[config.mk]
export PLATFORM = sky130hd
export DESIGN_NAME = ptw_arb
export DESIGN_NICKNAME = d
export VERILOG_FILES = /design/src/rtl/ptw_arb.sv
export SDC_FILE = /design/constraint.sdc
export NUM_CORES = 1
export LEC_CHECK = 0
export ABC_CLOCK_PERIOD_IN_PS = 2000
export CORE_UTILIZATION = 25
export CTS_CLUSTER_SIZE = 16
export DETAILED_ROUTE_END_ITERATION = 8
export PLACE_DENSITY = 0.6
export SLEW_MARGIN = 20
export SYNTH_ARGS = -nofsm -noshare
export SYNTH_HDL_FRONTEND = slang
export SYNTH_SLANG_ARGS = --single-unit
[constraint.sdc]
create_clock -name clk -period 2 [get_ports clk]
set_clock_uncertainty 0.15 [all_clocks]
set_input_delay 0.3 -clock clk [delete_from_list [all_inputs] [get_ports clk]]
set_output_delay 0.3 -clock clk [all_outputs]
set_load 0.01 [all_outputs]
[src/rtl/ptw_arb.sv]
// Page-table-walk arbiter: round-robin grants one TLB channel at a time, runs a fixed-latency
// walk and returns a translated PPN (or a fault) to the served channel.
module ptw_arb #(
  parameter int          NUM_CH      = 2,
  parameter int          VA_WIDTH    = 20,
  parameter int          PPN_WIDTH   = 8,
  parameter int          PTW_LATENCY = 3,
  parameter logic [31:0] PPN_OFFSET  = 32'd0,
  parameter logic [63:0] VA_LIMIT    = (64'd1 << VA_WIDTH) - 64'd1
) (
  input  logic                         clk,
  input  logic                         rst_n,
  input  logic [NUM_CH-1:0]            req,
  input  logic [NUM_CH*VA_WIDTH-1:0]   req_va,
  input  logic                         flush,
  output logic [NUM_CH-1:0]            req_grant,
  output logic [NUM_CH-1:0]            resp_valid,
  output logic [PPN_WIDTH-1:0]         resp_ppn,
  output logic                         resp_fault,
  output logic                         busy,
  output logic [15:0]                  walk_count
);

  localparam int IDX_W = (NUM_CH > 1) ? $clog2(NUM_CH) : 1;
  localparam int CNT_W = (PTW_LATENCY > 1) ? $clog2(PTW_LATENCY) : 1;
  localparam logic [CNT_W-1:0] C_CNT_INIT = CNT_W'(PTW_LATENCY - 1);
  localparam logic [PPN_WIDTH-1:0] C_OFFSET = PPN_OFFSET[PPN_WIDTH-1:0];
  // A limit beyond the VA space means no address can fault; saturate it to 2**VA_WIDTH.
  localparam logic [63:0] C_LIMIT_SAT = (VA_LIMIT > (64'd1 << VA_WIDTH)) ? (64'd1 << VA_WIDTH) : VA_LIMIT;
  localparam logic [VA_WIDTH:0] C_LIMIT = C_LIMIT_SAT[VA_WIDTH:0];

  typedef enum logic [1:0] {
    S_IDLE = 2'd0,
    S_WALK = 2'd1,
    S_RESP = 2'd2
  } state_t;

  state_t                  r_state;
  logic [CNT_W-1:0]        r_cnt;
  logic [IDX_W-1:0]        r_rr_ptr;
  logic [NUM_CH-1:0]       r_served;
  logic [VA_WIDTH-1:0]     r_va;
  logic [IDX_W-1:0]        r_idx;
  logic [NUM_CH-1:0]       r_req_grant;
  logic [NUM_CH-1:0]       r_resp_valid;
  logic [PPN_WIDTH-1:0]    r_resp_ppn;
  logic                    r_resp_fault;
  logic                    r_busy;
  logic [15:0]             r_walk_count;

  logic [VA_WIDTH-1:0]     w_va_arr [NUM_CH];
  logic [NUM_CH-1:0]       w_elig;
  logic                    w_found;
  logic [IDX_W-1:0]        w_sel;
  logic [NUM_CH-1:0]       w_sel_oh;
  logic [NUM_CH-1:0]       w_idx_oh;
  logic [IDX_W-1:0]        w_rr_next;
  logic [PPN_WIDTH-1:0]    w_ppn_sum;
  logic                    w_fault;
  logic [PPN_WIDTH-1:0]    w_ppn;

  function automatic logic [IDX_W-1:0] wrap_idx(input int v);
    return IDX_W'(v % NUM_CH);
  endfunction

  genvar gi;
  generate
    for (gi = 0; gi < NUM_CH; gi++) begin : g_ch
      assign w_va_arr[gi] = req_va[gi*VA_WIDTH +: VA_WIDTH];
      assign w_sel_oh[gi] = (w_sel == IDX_W'(gi));
      assign w_idx_oh[gi] = (r_idx == IDX_W'(gi));
    end
  endgenerate

  // The channel just served is masked for one IDLE cycle so its still-held level is not re-taken.
  assign w_elig = req & ~r_served;

  always_comb begin
    w_found = 1'b0;
    w_sel   = '0;
    for (int k = 0; k < NUM_CH; k++) begin
      if (!w_found && w_elig[wrap_idx(int'(r_rr_ptr) + k)]) begin
        w_found = 1'b1;
        w_sel   = wrap_idx(int'(r_rr_ptr) + k);
      end
    end
  end

  assign w_rr_next = (int'(w_sel) == NUM_CH - 1) ? '0 : w_sel + IDX_W'(1);
  assign w_ppn_sum = r_va[PPN_WIDTH-1:0] + C_OFFSET;
  assign w_fault   = ({1'b0, r_va} >= C_LIMIT);
  assign w_ppn     = w_fault ? '0 : w_ppn_sum;

  always_ff @(posedge clk or negedge rst_n) begin
    if (!rst_n) begin
      r_state      <= S_IDLE;
      r_cnt        <= '0;
      r_rr_ptr     <= '0;
      r_served     <= '0;
      r_va         <= '0;
      r_idx        <= '0;
      r_req_grant  <= '0;
      r_resp_valid <= '0;
      r_resp_ppn   <= '0;
      r_resp_fault <= 1'b0;
      r_busy       <= 1'b0;
      r_walk_count <= '0;
    end else begin
      r_req_grant  <= '0;
      r_resp_valid <= '0;
      case (r_state)
        S_IDLE: begin
          r_served <= '0;
          if (!flush && w_found) begin
            r_state     <= S_WALK;
            r_busy      <= 1'b1;
            r_va        <= w_va_arr[w_sel];
            r_idx       <= w_sel;
            r_cnt       <= C_CNT_INIT;
            r_req_grant <= w_sel_oh;
            r_rr_ptr    <= w_rr_next;
          end
        end
        S_WALK: begin
          if (flush) begin
            r_state <= S_IDLE;
            r_busy  <= 1'b0;
            r_cnt   <= '0;
          end else if (r_cnt != '0) begin
            r_cnt <= r_cnt - CNT_W'(1);
          end else begin
            r_state      <= S_RESP;
            r_resp_valid <= w_idx_oh;
            r_resp_ppn   <= w_ppn;
            r_resp_fault <= w_fault;
            if (r_walk_count != 16'hFFFF) begin
              r_walk_count <= r_walk_count + 16'd1;
            end
          end
        end
        S_RESP: begin
          r_state  <= S_IDLE;
          r_busy   <= 1'b0;
          r_served <= w_idx_oh;
        end
        default: begin
          r_state <= S_IDLE;
          r_busy  <= 1'b0;
        end
      endcase
    end
  end

  assign req_grant  = r_req_grant;
  assign resp_valid = r_resp_valid;
  assign resp_ppn   = r_resp_ppn;
  assign resp_fault = r_resp_fault;
  assign busy       = r_busy;
  assign walk_count = r_walk_count;

endmodule

; ---- Yosys cells after proc, flatten, opt, wreduce, memory -nomap -nowiden
; Cells that the tools add are included.
; Widths: inputs -> output; s select.
[classes]
div = 0
mul = 0
shifts = 0
order_cmp = 4
add_sub_neg = 4
bitwise_logic = 7
muxes = 30
n_reduce_logical = 14
n_eq_ne = 7
[op_table]
columns = cell, n
row1 = $mux 20, 3
row2 = $mux 2, 11
row3 = $ge 20x20->1 const B, 1
row4 = $add 16x1->16 const B, 1
row5 = $ne 16x16->1 const B, 1
row6 = $pmux 2 s2, 3
row7 = $mux 1, 11
row8 = $mux 8, 1
row9 = $ne 3x3->1 const B, 2
row10 = $reduce_and 2->1, 3
row11 = $reduce_and 3->1, 2
row12 = $reduce_bool 2->1, 3
row13 = $lt 1x2->1 const B, 2
row14 = $ne 2x2->1 const B, 2
row15 = $not 1->1, 4
row16 = $reduce_and 4->1, 1
row17 = $add 1x1->1 const B, 2
row18 = $and 2x2->2, 1
row19 = $eq 2x1->1 const B, 1
row20 = $eq 2x2->1 const B, 1
row21 = $ge 2x2->1 const B, 1
row22 = $logic_and 1x1->1, 2
row23 = $logic_not 1->1, 2
row24 = $logic_not 2->1, 1
row25 = other kinds (4), 4
[word_totals]
ramBits = 0
latch_bits = 0
n_memories = 0
romBits = 0
register_bits = 58

; ---- Longest topological paths before layout
; Gate-level depths: netlist of the first run.
[logic_depth]
depth_word = 12
depth_mapped = 8
depth_no_buf = 7

; ---- Worst setup path before layout of the first run
; OpenSTA, ideal clock, no wires.
[synth_timing]
path_kind = register to register
startpoint = reg r_walk_count[0], in the netlist walk_count[0]
endpoint = reg r_walk_count[1], in the netlist walk_count[1]
required_time_ns = 1.725
arrival_time_ns = 1.863
path_stages_with_launch = 7
slack_ns = -0.137
path_buffers = 1
setup_time_ns = 0.125
path_cell_list = dfrtp_1 -> ha_1 -> nand3_2 -> or4_1 -> buf_2 -> o21ai_2 -> mux2_2
[synth_between]
elab_chain_cells = 2
word_cells_on_any_way = 3
classes_between = 1 x add/sub / 1 x eq/ne / 1 x reduce/logical
[synth_rtl]
columns = item, line
row1 = start: declaration, 49  ; logic [15:0] r_walk_count;
row2 = start signal: assignment, 137  ; r_walk_count <= r_walk_count + 16'd1;
row3 = branches (longest 2 deep; another with $add 16x1->16), --
; Several ways; the timed one is not identified.
; A chain may end at the register's enable or synchronous reset.

; ---- Worst setup path after layout of the first run
[layout_timing]
startpoint = reg r_walk_count[1], in the netlist walk_count[1]
endpoint = reg r_walk_count[5], in the netlist walk_count[5]
; The elaborated chain is that of the path after synthesis.

==> flow_summary.json, run 1 <==
{
  "status": "finished, final reports clean",
  "p_seq_frac": 0.422,
  "yosys_warnings": 0,
  "nets": 389,
  "power_leakage_uw": 0.001671,
  "syn_inst": 239,
  "synth_edf_count": 0,
  "swShare": 0.3311,
  "power_uw": 4315,
  "cp_num_cells": 6,
  "grt-ovfl-total": 0,
  "busiest_layer": "met2",
  "synth_ff_type": "dfrtp_1",
  "met2_usage": 0.1954,
  "die_x_um": 104.6,
  "syn_nets": 286,
  "ios": 75,
  "antenna_found_initial": 0,
  "drcViolationCount": 0,
  "path_delay_family": "simple AND/OR/NAND/NOR gates",
  "setup_viol": 0,
  "critPathKind": "flip-flop to flip-flop",
  "synth_commonest_cells": "dfrtp_1 (58), nor2_1 (32), a21oi_1 (26), mux2i_1 (20), xnor2_1 (12)",
  "grt_pass1_vias": 2204,
  "grt_max_degree": 42,
  "num_rows": 37,
  "viasPerCell": 4.379,
  "ys_async_sr_fraction": 1.000,
  "wl_per_cell_um": 13.06,
  "max_slew.worst_pin.slew_ps": 462.6,
  "cts_tree": "done",
  "required_ps": 2060,
  "hold_viol": 0,
  "grtUsageMet3": 0.02932,
  "power_density_nw_per_um2": 1077,
  "max_freq_mhz": 511.6,
  "synth_area_um2": 2631,
  "period_minus_slack_ps": 1955,
  "clockBufferDepth": 2,
  "crit_arrival_ps": 2020,
  "p_clk_frac": 0.227,
  "hold_path_depth": 1,
  "cp_cell_sequence": "ha_4 -> nand3_4 -> or4_4 -> buf_6 -> o211ai_1 -> xnor2_1",
  "dpl_worst_slack_ps": -172.5,
  "vias": 2115,
  "drive_above_1_share": 0.1873,
  "htreeDepth": 3,
  "yosys.area.top_type_share": 0.5516,
  "grt_use_total": 0.1237,
  "relSlewSlack": 0.6916,
  "path_clk_slew_ps": 70,
  "yosysMostFrequentCell": "dfrtp_1",
  "portBuffers": 74,
  "slowest_delay_ps": 540,
  "cp_max_fo": 5,
  "synth.avg_cell_area_um2": 11.01,
  "use_met1": 0.1612,
  "die-area_um2": 10940,
  "wirelength_um": 6310,
  "p_sw_uw": 1428,
  "dieHeight_um": 104.6,
  "grt_pass1_wl_um": 10650,
  "hold_path.class": "flip-flop to flip-flop",
  "area_growth_pct": 52.26,
  "ir_drop_uv": 397.5,
  "ys_top_cells_by_area": "dfrtp_1 (55%), mux2i_1 (7.6%), a21oi_1 (4.9%)",
  "start_util": 0.2560,
  "dr.pass1.iters": 4,
  "drv_slew": 0,
  "numCtsBuffers": 9,
  "synth_top_cell_by_area": "dfrtp_1",
  "gp_congestion": 0.7577,
  "drv_cap": 0,
  "dpl.hpwl_um": 4493,
  "min_period_over_period": 0.9774,
  "finalWorstSetupSlack_ps": 45.24,
  "cp_slowest_cell": "or4_4",
  "cp-end-kind": "flip-flop",
  "numClockSinks": 58,
  "num_antenna_cells": 0,
  "cts-root-buf": "clkbuf_8",
  "reg2reg_depth": 6,
  "core_um2": 10280,
  "cp-start-kind": "flip-flop",
  "path_buf_inv": 1,
  "p_int_uw": 2886,
  "clock_latency_ps": 330,
  "pwr-share-comb": 0.351,
  "first_iter_violations": 47,
  "ys_seq_elements": 58,
  "cts_setup_buffers": 0,
  "ant_nets": 0,
  "synth.yosys.seq_area_share": 0.5516,
  "synth.distinct_cells": 37
}
==> logic make-up after synthesis <==
kind of cell / synth area share
compound gates: 0.1403
xor+xnor: 0.03994
simple gates: 0.1384
fa+ha+maj: 0.009509
mux: 0.08892
flops: 0.5516
buf+inv: 0.03138
==> layout make-up <==
cell class	instances	area, µm²
inverter	5	18.77
clock buffer	10	137.6
tap	136	170.2
clock inverter	6	41.29
fill	1034	6271
multi-input combinational	163	1170
sequential	58	1453
timing repair buffer	105	1016
==> per-stage QoR <==
step | instance area, µm² | cells | TNS [ps] | util | hold slack, ps
floorplan | 2653 | 239 | -9.756 | - | -145.6
finish | 4006 | 483 | 0 | 0.3898 | 291.7
detailed placement | 3751 | 466 | -2511 | 0.3650 | 128.9
CTS | 3944 | 483 | 0 | 0.3837 | 296.4
global route | 4006 | 483 | -27.32 | 0.3898 | 318.6
global placement | 3751 | 466 | -2029 | 0.3650 | 123.2
==> worst reg2reg max path, cell delays in order (launching register included) <==
cell      delay, ps
dfrtp_1         380
ha_4            160
nand3_4         110
or4_4           540
buf_6           160
o211ai_1        220
xnor2_1         110
==> final timing paths <==
path | from | end | slack (ps)
setup / recovery | walk_count[1]$_DFFE_PN0P_ | walk_count[5]$_DFFE_PN0P_ | 50
hold / removal | r_idx$_DFFE_PN0P_ | resp_valid[0]$_DFF_PN0_ | 290
setup reg to reg | walk_count[1]$_DFFE_PN0P_ | walk_count[5]$_DFFE_PN0P_ | 50
hold reg to reg | r_idx$_DFFE_PN0P_ | resp_valid[0]$_DFF_PN0_ | 290
max in group asynchronous | rst_n | r_va[15]$_DFFE_PN0P_ | 820
min in group asynchronous | rst_n | req_grant[0]$_DFF_PN0_ | 300
==> power groups by stage <==
stage               Clock, µW  Combinational, µW  Sequential (µW)
global route             1070               1680             1880
floorplan                   0                726             1850
detailed placement          0               1490             1830
CTS                      1020               1500             1810
global placement            0               1460             1820
finish                    981               1510             1820
==> state kept, by name, summed over array words and instances (netlist names) <==
signal	cells
resp_valid	2
resp_fault	1
resp_ppn	8
r_idx	1
walk_count	16
r_cnt	2
r_va	20
r_served	2
r_state	2
req_grant	2
r_rr_ptr	1
busy	1
==> layout by cell type, fill, tap and decap left out, types with 2 or more instances in the layout <==
cell type / synthesis / routed
a21oi_1: 26 / 25
a22o_1: 8 / 8
and2_1: 3 / 3
and3_1: 2 / 2
buf_12: 0 / 3
buf_4: 0 / 25
buf_6: 1 / 2
clkbuf_8: 0 / 10
clkdlybuf4s50_1: 0 / 73
clkinv_2: 0 / 2
clkinvlp_4: 0 / 3
dfrtp_1: 58 / 57
inv_1: 5 / 5
mux2_2: 3 / 2
mux2i_1: 20 / 20
nand2_1: 5 / 5
nand2b_1: 4 / 4
nand3_1: 4 / 4
nand4_1: 10 / 10
nor2_1: 32 / 31
nor3_1: 4 / 4
o211ai_1: 2 / 2
o21ai_0: 6 / 6
o21ai_1: 3 / 3
o21bai_1: 2 / 2
xnor2_1: 12 / 12
==> per-layer routing <==
layer / wire length [µm] / part of all wire / up-vias
li1: - / - / 1054
met1: 2989 / 0.47 / 1000
met2: 2971 / 0.47 / 52
met3: 249 / 0.039 / 9
met4: 100 / 0.016 / 0
met5: 0 / 0 / -
==> timing repair <==
action / CTS / global route
setup endpoints to repair: 2 / 20
pin swaps: 0 / 5
hold endpoints to repair: 17 / 0
hold buffers: 1 / 0
resized for setup: 1 / 10
(Power assumes the default switching activity.)
==> inputs of run 2 (changes only) <==
CORE_UTILIZATION = 43   (was 25)
PLACE_DENSITY = 0.87   (was 0.6)
==> flow_summary.json, run 2 (synthesized netlist as in run 1, its figures left out) <==
{
  "final_common_cell": "clkdlybuf4s50_1",
  "status": "finished, final reports clean",
  "critPathKind": "flip-flop to flip-flop",
  "rr_startpoint": "walk_count[1]$_DFFE_PN0P_",
  "power_density_nw_per_um2": 1149,
  "wirelength_um": 6048,
  "cts_tree": "done",
  "drv_slew": 0,
  "grt_pass1_vias": 2192,
  "crit_start": "walk_count[1]$_DFFE_PN0P_",
  "crit_arrival_ps": 2000,
  "largest-register": "r_va",
  "reg2reg_depth": 6,
  "numCtsBuffers": 9,
  "grt_pass1_wl_um": 9873,
  "cp-end-kind": "flip-flop",
  "numClockSinks": 58,
  "drcViolationCount": 0,
  "ios": 75,
  "dpl.hpwl_um": 4292,
  "multi_input_area_um2": 1161,
  "clockBufferDepth": 2,
  "nets": 385,
  "htreeDepth": 3,
  "stdcell_count": 418,
  "ant_nets": 0,
  "worst-r2r-setup-slack_ps": 110,
  "power_leakage_uw": 0.001690,
  "cp_max_fo": 6,
  "hold_path.class": "flip-flop to flip-flop",
  "min_period_over_period": 0.9467,
  "dieHeight_um": 80.23,
  "vias": 2210,
  "area_growth_pct": 49.26,
  "viasPerCell": 5.287,
  "first_iter_violations": 116,
  "wl_per_cell_um": 14.47,
  "setup_viol": 0,
  "drive_above_1_share": 0.1691,
  "fin_setup_tns_ps": 0,
  "path_clk_slew_ps": 70,
  "grt_max_degree": 59,
  "antenna_found_initial": 0,
  "ir_drop_uv": 709.7,
  "drv_cap": 0,
  "portBuffers": 74,
  "largest_reg_flops": 20,
  "layout_common_cells": "clkdlybuf4s50_1 (73), dfrtp_1 (57), nor2_1 (32)",
  "cp-endpoint": "walk_count[2]$_DFFE_PN0P_",
  "dp_cells": 400,
  "gp_congestion": 0.7932,
  "max_slew.worst_pin.slew_ps": 300.9,
  "layout.area.seq_um2": 1453,
  "final_util": 0.6634,
  "required_ps": 2110,
  "num_antenna_cells": 0,
  "cts-root-buf": "clkbuf_8",
  "relSlewSlack": 0.7994,
  "start_util": 0.4444,
  "hold_viol": 0,
  "die_x_um": 80.23,
  "num_rows": 28,
  "period_minus_slack_ps": 1893,
  "die-area_um2": 6436,
  "grt-ovfl-total": 0,
  "worstReg2RegEnd": "walk_count[2]$_DFFE_PN0P_",
  "grt_use_total": 0.2070,
  "nFillCells": 432,
  "cp-start-kind": "flip-flop",
  "core_um2": 5921,
  "dr.pass1.iters": 4,
  "max_freq_mhz": 528.2,
  "clock_latency_ps": 340
}
-- run 2: changes by cell type in the layout (fill, tap and decap cells not counted), sizes merged --
cell,change
inv,-1
bufinv,+2
clkinvlp,-2
buf,-4
clkbuf,+1
-- run 2: worst min-delay path by stage --
stage / start / to / cells past startpoint
detailed placement: rst_n / r_cnt[1]$_DFFE_PN0P_ / 2
finish: r_idx$_DFFE_PN0P_ / resp_valid[0]$_DFF_PN0_ / 1
global route: r_idx$_DFFE_PN0P_ / resp_valid[0]$_DFF_PN0_ / 1
global placement: rst_n / r_cnt[0]$_DFFE_PN0P_ / 2
CTS: r_idx$_DFFE_PN0P_ / resp_valid[0]$_DFF_PN0_ / 1
floorplan: rst_n / busy$_DFFE_PN0P_ / 0
-- run 2: cell type report --
cell class | instances | area share
Sequential cell | 58 | 0.3699
Clock buffer | 11 | 0.03600
Inverter | 5 | 0.004779
Clock inverter | 5 | 0.01975
Tap cell | 75 | 0.02389
Multi-Input combinational cell | 163 | 0.2956
Timing Repair Buffer | 101 | 0.2501
-- run 2: per-layer routing --
| layer | GRT usage | vias to the layer above | wire, µm |
|---|---|---|---|
| li1 | - | 1049 | - |
| met1 | 0.2394 | 1087 | 2585 |
| met2 | 0.3521 | 67 | 3135 |
| met3 | 0.06705 | 7 | 250 |
| met4 | 0.08571 | 0 | 76 |
| met5 | 0 | - | 0 |
-- run 2: timing repair --
item                                    in CTS  in global routing
endpoints found under the hold margin       58                  0
buffers inserted                             0                  1
gates resized for setup                      2                  5
endpoints found under the setup margin       2                 13
pin swaps                                    0                  3
hold buffers                                 1                  0
-- run 2: power by group --
group / internal (µW) / switching (µW) / total [µW]
clock: 731 / 465 / 1200
combinational: 819 / 668 / 1490
sequential: 1560 / 270 / 1830
-- run 2: worst max-delay path, cell delays in order, from the launching register on --
cell	delay (ps)
dfrtp_1	350
ha_2	210
nand3_2	90
or4_4	460
buf_4	180
o211ai_1	220
xnor2_1	150
-- run 2: per-stage QoR --
step | setup slack [ps] | total power (µW) | cell area [µm²] | hold WS [ps]
after floorplan | -9.756 | 2574 | 2653 | -145.6
after global placement | -109.9 | 3204 | 3637 | 170.6
after detailed placement | -169.7 | 3271 | 3637 | 174.2
after CTS | 10.84 | 4507 | 3891 | 298.5
after global routing | -6.114 | 4781 | 3928 | 307.5
final | 106.7 | 4514 | 3928 | 298.3
==> inputs of run 3 (changes only) <==
CTS_CLUSTER_SIZE = 14   (was 16)
==> results of run 3 <==
The final DEF is identical to that of run 2; final timing and power are the same.
